**src/rtl/red_iterativa_pkg.sv**
```systemverilog
// red_iterativa_pkg: comparison-state encoding shared by the cell and the top level
package red_iterativa_pkg;
    localparam logic [1:0] EQ = 2'b00;
    localparam logic [1:0] AG = 2'b10;
    localparam logic [1:0] BG = 2'b01;
    localparam int K_DEF = 4;
endpackage

```
**src/rtl/celda.sv**
```systemverilog
// celda: one MSB-first comparison cell; a decided state passes through, an equal state is resolved by (a, b)
module celda
    import red_iterativa_pkg::*;
(
    input  logic m_in,
    input  logic n_in,
    input  logic a,
    input  logic b,
    output logic m_out,
    output logic n_out
);
    logic [1:0] st_in;
    logic [1:0] st_out;
    always_comb begin
        st_in  = {m_in, n_in};
        st_out = (st_in == EQ) ? {a & ~b, ~a & b} :
                 (st_in == 2'b11) ? EQ : st_in;
    end
    assign {m_out, n_out} = st_out;
endmodule

```
**src/rtl/red_iterativa.sv**
```systemverilog
// red_iterativa: K-bit unsigned magnitude comparator built from a chain of cells, per-stage states and A>B verdict registered
module red_iterativa
    import red_iterativa_pkg::*;
#(
    parameter int K = K_DEF
) (
    input  logic         clk,
    input  logic         reset,
    input  logic [K-1:0] A,
    input  logic [K-1:0] B,
    output logic [K-1:0] M,
    output logic [K-1:0] N,
    output logic         Z
);
    logic         m_c [K];
    logic         n_c [K];
    logic [K-1:0] m_d, m_q, n_d, n_q;
    logic         z_d, z_q;
    for (genvar i = 0; i < K; i++) begin : g_cell
        if (i == K - 1) begin : g_top
            celda u_celda (.m_in(EQ[1]), .n_in(EQ[0]), .a(A[i]), .b(B[i]),
                           .m_out(m_c[i]), .n_out(n_c[i]));
        end else begin : g_rest
            celda u_celda (.m_in(m_c[i+1]), .n_in(n_c[i+1]), .a(A[i]), .b(B[i]),
                           .m_out(m_c[i]), .n_out(n_c[i]));
        end
    end
    always_comb begin
        for (int j = 0; j < K; j++) begin
            m_d[j] = m_c[j];
            n_d[j] = n_c[j];
        end
        z_d = m_c[0];
    end
    always_ff @(posedge clk or posedge reset) begin
        if (reset) begin
            m_q <= '0;
            n_q <= '0;
            z_q <= 1'b0;
        end else begin
            m_q <= m_d;
            n_q <= n_d;
            z_q <= z_d;
        end
    end
    assign M = m_q;
    assign N = n_q;
    assign Z = z_q;
endmodule

```
**config.mk**
```make
export PLATFORM = sky130hd
export DESIGN_NAME = red_iterativa
export DESIGN_NICKNAME = d
export VERILOG_FILES = /design/src/rtl/red_iterativa_pkg.sv /design/src/rtl/celda.sv /design/src/rtl/red_iterativa.sv
export SDC_FILE = /design/constraint.sdc
export NUM_CORES = 1
export LEC_CHECK = 0
export ABC_AREA = 0
export CORE_AREA = 4 4 41 43
export CTS_BUF_LIST = sky130_fd_sc_hd__clkbuf_16
export DETAILED_ROUTE_END_ITERATION = 8
export DIE_AREA = 0 0 45 47
export SYNTH_ARGS = -nofsm -noshare
export SYNTH_HDL_FRONTEND = slang
export SYNTH_SLANG_ARGS = --single-unit
```
**constraint.sdc**
```tcl
create_clock -name clk -period 0.8 [get_ports clk]
set_clock_uncertainty 0.15 [all_clocks]
set_input_delay 0.08 -clock clk [delete_from_list [all_inputs] [get_ports clk]]
set_output_delay 0.08 -clock clk [all_outputs]
set_load 0.05 [all_outputs]
```
* Yosys cells after proc, flatten, opt, wreduce, memory -nomap -nowiden
Cells that the tools add are included.
** Word-level totals
- Register bits :: 9
- Bits in latches :: 0
- RAM bits :: 0
- Memory bits (read-only) :: 0
- Bits of input ports :: 10
- Output and inout bits :: 9
- Logic and storage cells :: 31
- Memories :: 0
** Operators by class
- $add $sub $neg :: 0
- $mul :: 0
- Divide/modulo/power cells :: 0
- Magnitude comparators :: 0
- Equal/unequal tests :: 3
- Shift-type cells :: 0
- Mux-type cells :: 6
- Bitwise gates (word level) :: 16
- Reduce and logical (&&, ||, !) cells :: 3
** Operators by type and width (count)
- two-way mux 2 bit :: 6
- AND 1 bit :: 8
- NOT 1 bit :: 8
- equality test 2 bit, second input constant :: 3
- logical NOT 2 bit :: 3

* Logic depth before layout (Yosys ltp)
Gate-level depths: netlist of the first run.
- Word-level depth :: 11
- Depth in mapped cells :: 6
- Depth with buffers taken out :: 6

* Hierarchy
Synthesis of the first run repeated with hierarchy kept, for this count alone.
** Unflattened totals
- Cells, all modules :: 31
- Area total of the unflattened synthesis :: 345.3 µm²
** By module, submodules not included
- red_iterativa :: times used 1, cells an instance 11, area an instance 215.2 µm², seq. area each 200.2 µm²
- celda :: times used 4, cells an instance 5, area an instance 32.5 µm², seq. area each 0.0 µm²

* Least setup slack after synthesis of the first run
OpenSTA, ideal clock, no wires.
- Path type :: input-to-reg
- From :: input port A[3]
- To :: register n_q[0] (netlist: N[0])
- Setup time :: 118 ps
- Data arrival time :: 1005 ps
- Required time :: 532 ps
- Setup slack :: -472 ps
- Stages :: 6
- Path buffers :: 0
- Cells stage by stage :: inv_1 ha_1 nor2_2 a222oi_1 o21ai_1 nor2b_1
** Between the ends
- Cells in the longest elaborated chain, start to end :: 11
- Elaborated cells between the ends (all ways) :: 15
- Those cells by class :: eq/ne: 3; mux: 6; bitwise: 3; reduce/logical: 3
** Ends and longest elaborated chain
- start: declaration :: RTL line red_iterativa.sv:9 : input logic [K-1:0] A,
- NOT 1 bit :: RTL line celda.sv:16 : st_out = (st_in == EQ) ? {a & ~b, ~a & b} :
- AND 1 bit :: RTL line celda.sv:16
- equality test 2 bit :: RTL line celda.sv:17 : (st_in == 2'b11) ? EQ : st_in;
- two-way mux 2 bit :: RTL line celda.sv:17
- two-way mux 2 bit * :: RTL line celda.sv:16
- equality test 2 bit :: RTL line celda.sv:17
- two-way mux 2 bit :: RTL line celda.sv:17
- two-way mux 2 bit * :: RTL line celda.sv:16
- equality test 2 bit :: RTL line celda.sv:17
- two-way mux 2 bit :: RTL line celda.sv:17
- two-way mux 2 bit * :: RTL line celda.sv:16
- named net g_cell[0].g_rest.u_celda.n_out :: RTL line celda.sv:10 : output logic n_out
- end signal: assignment :: RTL line red_iterativa.sv:42 : n_q <= n_d;
- end: declaration :: RTL line red_iterativa.sv:17 : logic [K-1:0] m_d, m_q, n_d, n_q;
The timed path passes the listed nets; every way through them passes the cells marked *.

* Worst setup path in the final report of the first run
- From :: input port A[3]
- To :: register n_q[0] (netlist: N[0])
** Between the ends
- Cells in the longest elaborated chain, start to end :: 11
- Elaborated cells between the ends (all ways) :: 15
- Those cells by class :: eq/ne: 3; mux: 6; bitwise: 3; reduce/logical: 3
** Ends and longest elaborated chain
- NOT 1 bit :: RTL line celda.sv:16
- AND 1 bit :: RTL line celda.sv:16
- equality test 2 bit :: RTL line celda.sv:17
- two-way mux 2 bit :: RTL line celda.sv:17
- two-way mux 2 bit * :: RTL line celda.sv:16
- equality test 2 bit :: RTL line celda.sv:17
- two-way mux 2 bit :: RTL line celda.sv:17
- two-way mux 2 bit * :: RTL line celda.sv:16
- named net g_cell[0].g_rest.u_celda.m_in :: RTL line celda.sv:5 : input logic m_in,
- equality test 2 bit :: RTL line celda.sv:17
- two-way mux 2 bit :: RTL line celda.sv:17
- two-way mux 2 bit * :: RTL line celda.sv:16
- named net g_cell[0].g_rest.u_celda.n_out :: RTL line celda.sv:10
Marks and branches as above.

==> results of run 1 <==
-- logic make-up after synthesis --
logic type                 count (synthesis)  share of synthesized area (%)
AOI/OAI and AO/OA                          9                          14.37
DFF                                        8                          47.90
buffers and inverters                      7                          7.186
adders and majority gates                  3                          8.983
and+or+nand+nor                           14                          18.86
muxes                                      1                          2.694
-- where the power goes --
group	total [mW]	switching, mW	internal, mW
logic	0.672	0.332	0.340
registers	0.499	0.0430	0.456
clock network	0.847	0.196	0.651
total	2.02	0.571	1.45
-- worst max path at each step --
stage	from	cells past startpoint	to	slack (ns)
floorplan	A[3]	6	N[0]$_DFF_PP0_	-0.37
global placement	A[3]	8	N[0]$_DFF_PP0_	-1.04
detailed placement	A[3]	8	N[0]$_DFF_PP0_	-1.05
CTS	A[3]	8	N[0]$_DFF_PP0_	-0.37
global route	A[3]	7	N[0]$_DFF_PP0_	-0.42
finish	A[3]	9	N[0]$_DFF_PP0_	-0.38
-- final cells by class --
type / count / area [um2]
Inverter: 6 / 35.03
Clock inverter: 1 / 3.754
Tap cell: 15 / 18.77
Sequential cell: 8 / 209.0
Timing Repair Buffer: 25 / 335.3
Multi-Input combinational cell: 27 / 256.5
Fill cell: 94 / 367.9
Clock buffer: 3 / 75.07
-- what timing repair did --
| action | 4_1_cts | 5_1_grt |
|---|---|---|
| resized for setup | 22 | 12 |
| endpoints found under the setup margin | 17 | 15 |
| hold endpoints to repair | 8 | 8 |
| pin swaps | 4 | 3 |
| buffers inserted | 0 | 2 |
-- per-stage QoR --
stage                     utilization (%)  instance area, um2  instances
after detailed placement            60.00               780.7         80
after global placement              60.00               780.7         80
final                               71.73               933.4         85
after global routing                71.73               933.4         85
after CTS                           67.79               882.1         84
after floorplan                         -               461.7         42
-- worst max-delay path, delay by kind of cell --
kind                       cells  cell delay (ns)
buffers and inverters          4             0.35
and+or+nand+nor                3             0.31
adders and majority gates      1             0.27
AOI/OAI and AO/OA              1             0.17
-- sequential cells by signal (all words and copies together), names as in the netlist --
signal	flops
M	4
N	4
-- routing by layer --
layer / GRT usage, % / part of all wire (%) / up-vias
li1: - / - / 200
met1: 8.747 / 33 / 206
met2: 23.45 / 56 / 28
met3: 2.682 / 8.3 / 2
met4: 8.772 / 2.4 / 0
met5: 0 / 0 / -
-- synthesized netlist by cell type (all sizes together) --
cell and n:
a32oi 1, nor2 2, o211ai 1, dfrtp 8, a21oi 1, ha 3
buf 1, nor3b 1, mux2 1, inv 6, a222oi 1, a41oi 1
nor2b 4, nand3 1, o21ai 4, nor3 1, nand2 2, and2 1
nand2b 2
==> run metrics, run 1 <==
Clock Path Buffers 2; synth unique cells 21; Routed wire per std cell 14.48 um; drt total wl roughly 1200 um; crit path max fanout 4; post-synthesis sequential area ratio around 48%; slew margin rel. about four fifths; worst slew pin tran 0.3022 ns; Pre-antenna DRT Iters 4; post-synth top area share between 40% and 50%; initial antenna violation count 0; synthesized area 417.9 um2; Antenna Violating Nets Remaining 0; global-route wire length before repair 1635 um; Synth Warn # 0; flops & latches, synth 8; fin nets 84; post-route minimum period between 1 and 1.5 ns; Initial Utilization about a third; total gr overflow 0; crit path DAT 1.19 ns; fin. max-slew vios 0; f_max ~850 MHz; syn nets 55; slowest stage delay, CP between 0.2 and 0.3 ns; fin crit share 147.3%; WHS -0.06124 ns; Inserted Diodes 0; cell accounting for the most synthesized area dfrtp_1; slack of the critical path -0.3782 ns; number of CTS-inserted buffers 3; clk sinks 8; Vias/cell 5.129; dominant cells by area after synthesis dfrtp_1 (48%), ha_1 (9.0%), nor2b_1 (6.0%); Final GP Congestion 0.7712; synthesis-to-finish area growth 123.4%; Crit Path Class input port to flop; Die X 45 um; worst slack at placement -1.048 ns; violated checks negative hold slack, negative setup slack; status finished with violations; vias in the first global route 420; Power Density 2162 nW/um2; HP Class input port to async pin; most common cell after layout, fill and taps aside buf_12; Synth Instances 42; fraction of layout cells with a size suffix above 1 60.00%; Syn Area/Cell 9.950 um2; CTS tree done; total track usage between 10 and 15%; Critical Path, Cell by Cell buf_12 > inv_12 > ha_4 > buf_4 > buf_6 > nor2_2 > a32oi_2 > nand3_1 > nor2b_1; Worst path slowest cell ha_4; Worst setup EP type flop; H-tree depth 1; largest net degree at the start of global routing 9; RSZ-0062 raised after global routing yes; clk root buf clkbuf_16; Die Span Y 47 um; Initial DRC Count 9; TNS Setup -3.608 ns; max cap viols 0; final hold vios 8; IO Port Bufs 18; worst path required time around 0.81 ns; Setup Viol. Count Final 14; FP Rows 13; core outline area 1301 um2; worst vdd ir about 0.00098 V; startpoint types input port; die area 2115 um2; via count 436; clock-pin slew on the worst setup and hold paths ~0.040 ns; Lkg Pwr roughly 0.43 nW; most frequent cells in the layout buf_12 (10), dfrtp_2 (7), inv_1 (6), buf_4 (6), dlygate4sd2_1 (4); Pwr Total 2.018 mW; Ports 19; DR DRC count 0
Note: power is estimated with default switching activity, not from simulation.
==> run 2: changes to the inputs <==
- CAP_MARGIN: not set -> 20
==> results of run 2 <==
Same layout as run 1: the final DEF is identical, and so are final timing and power.
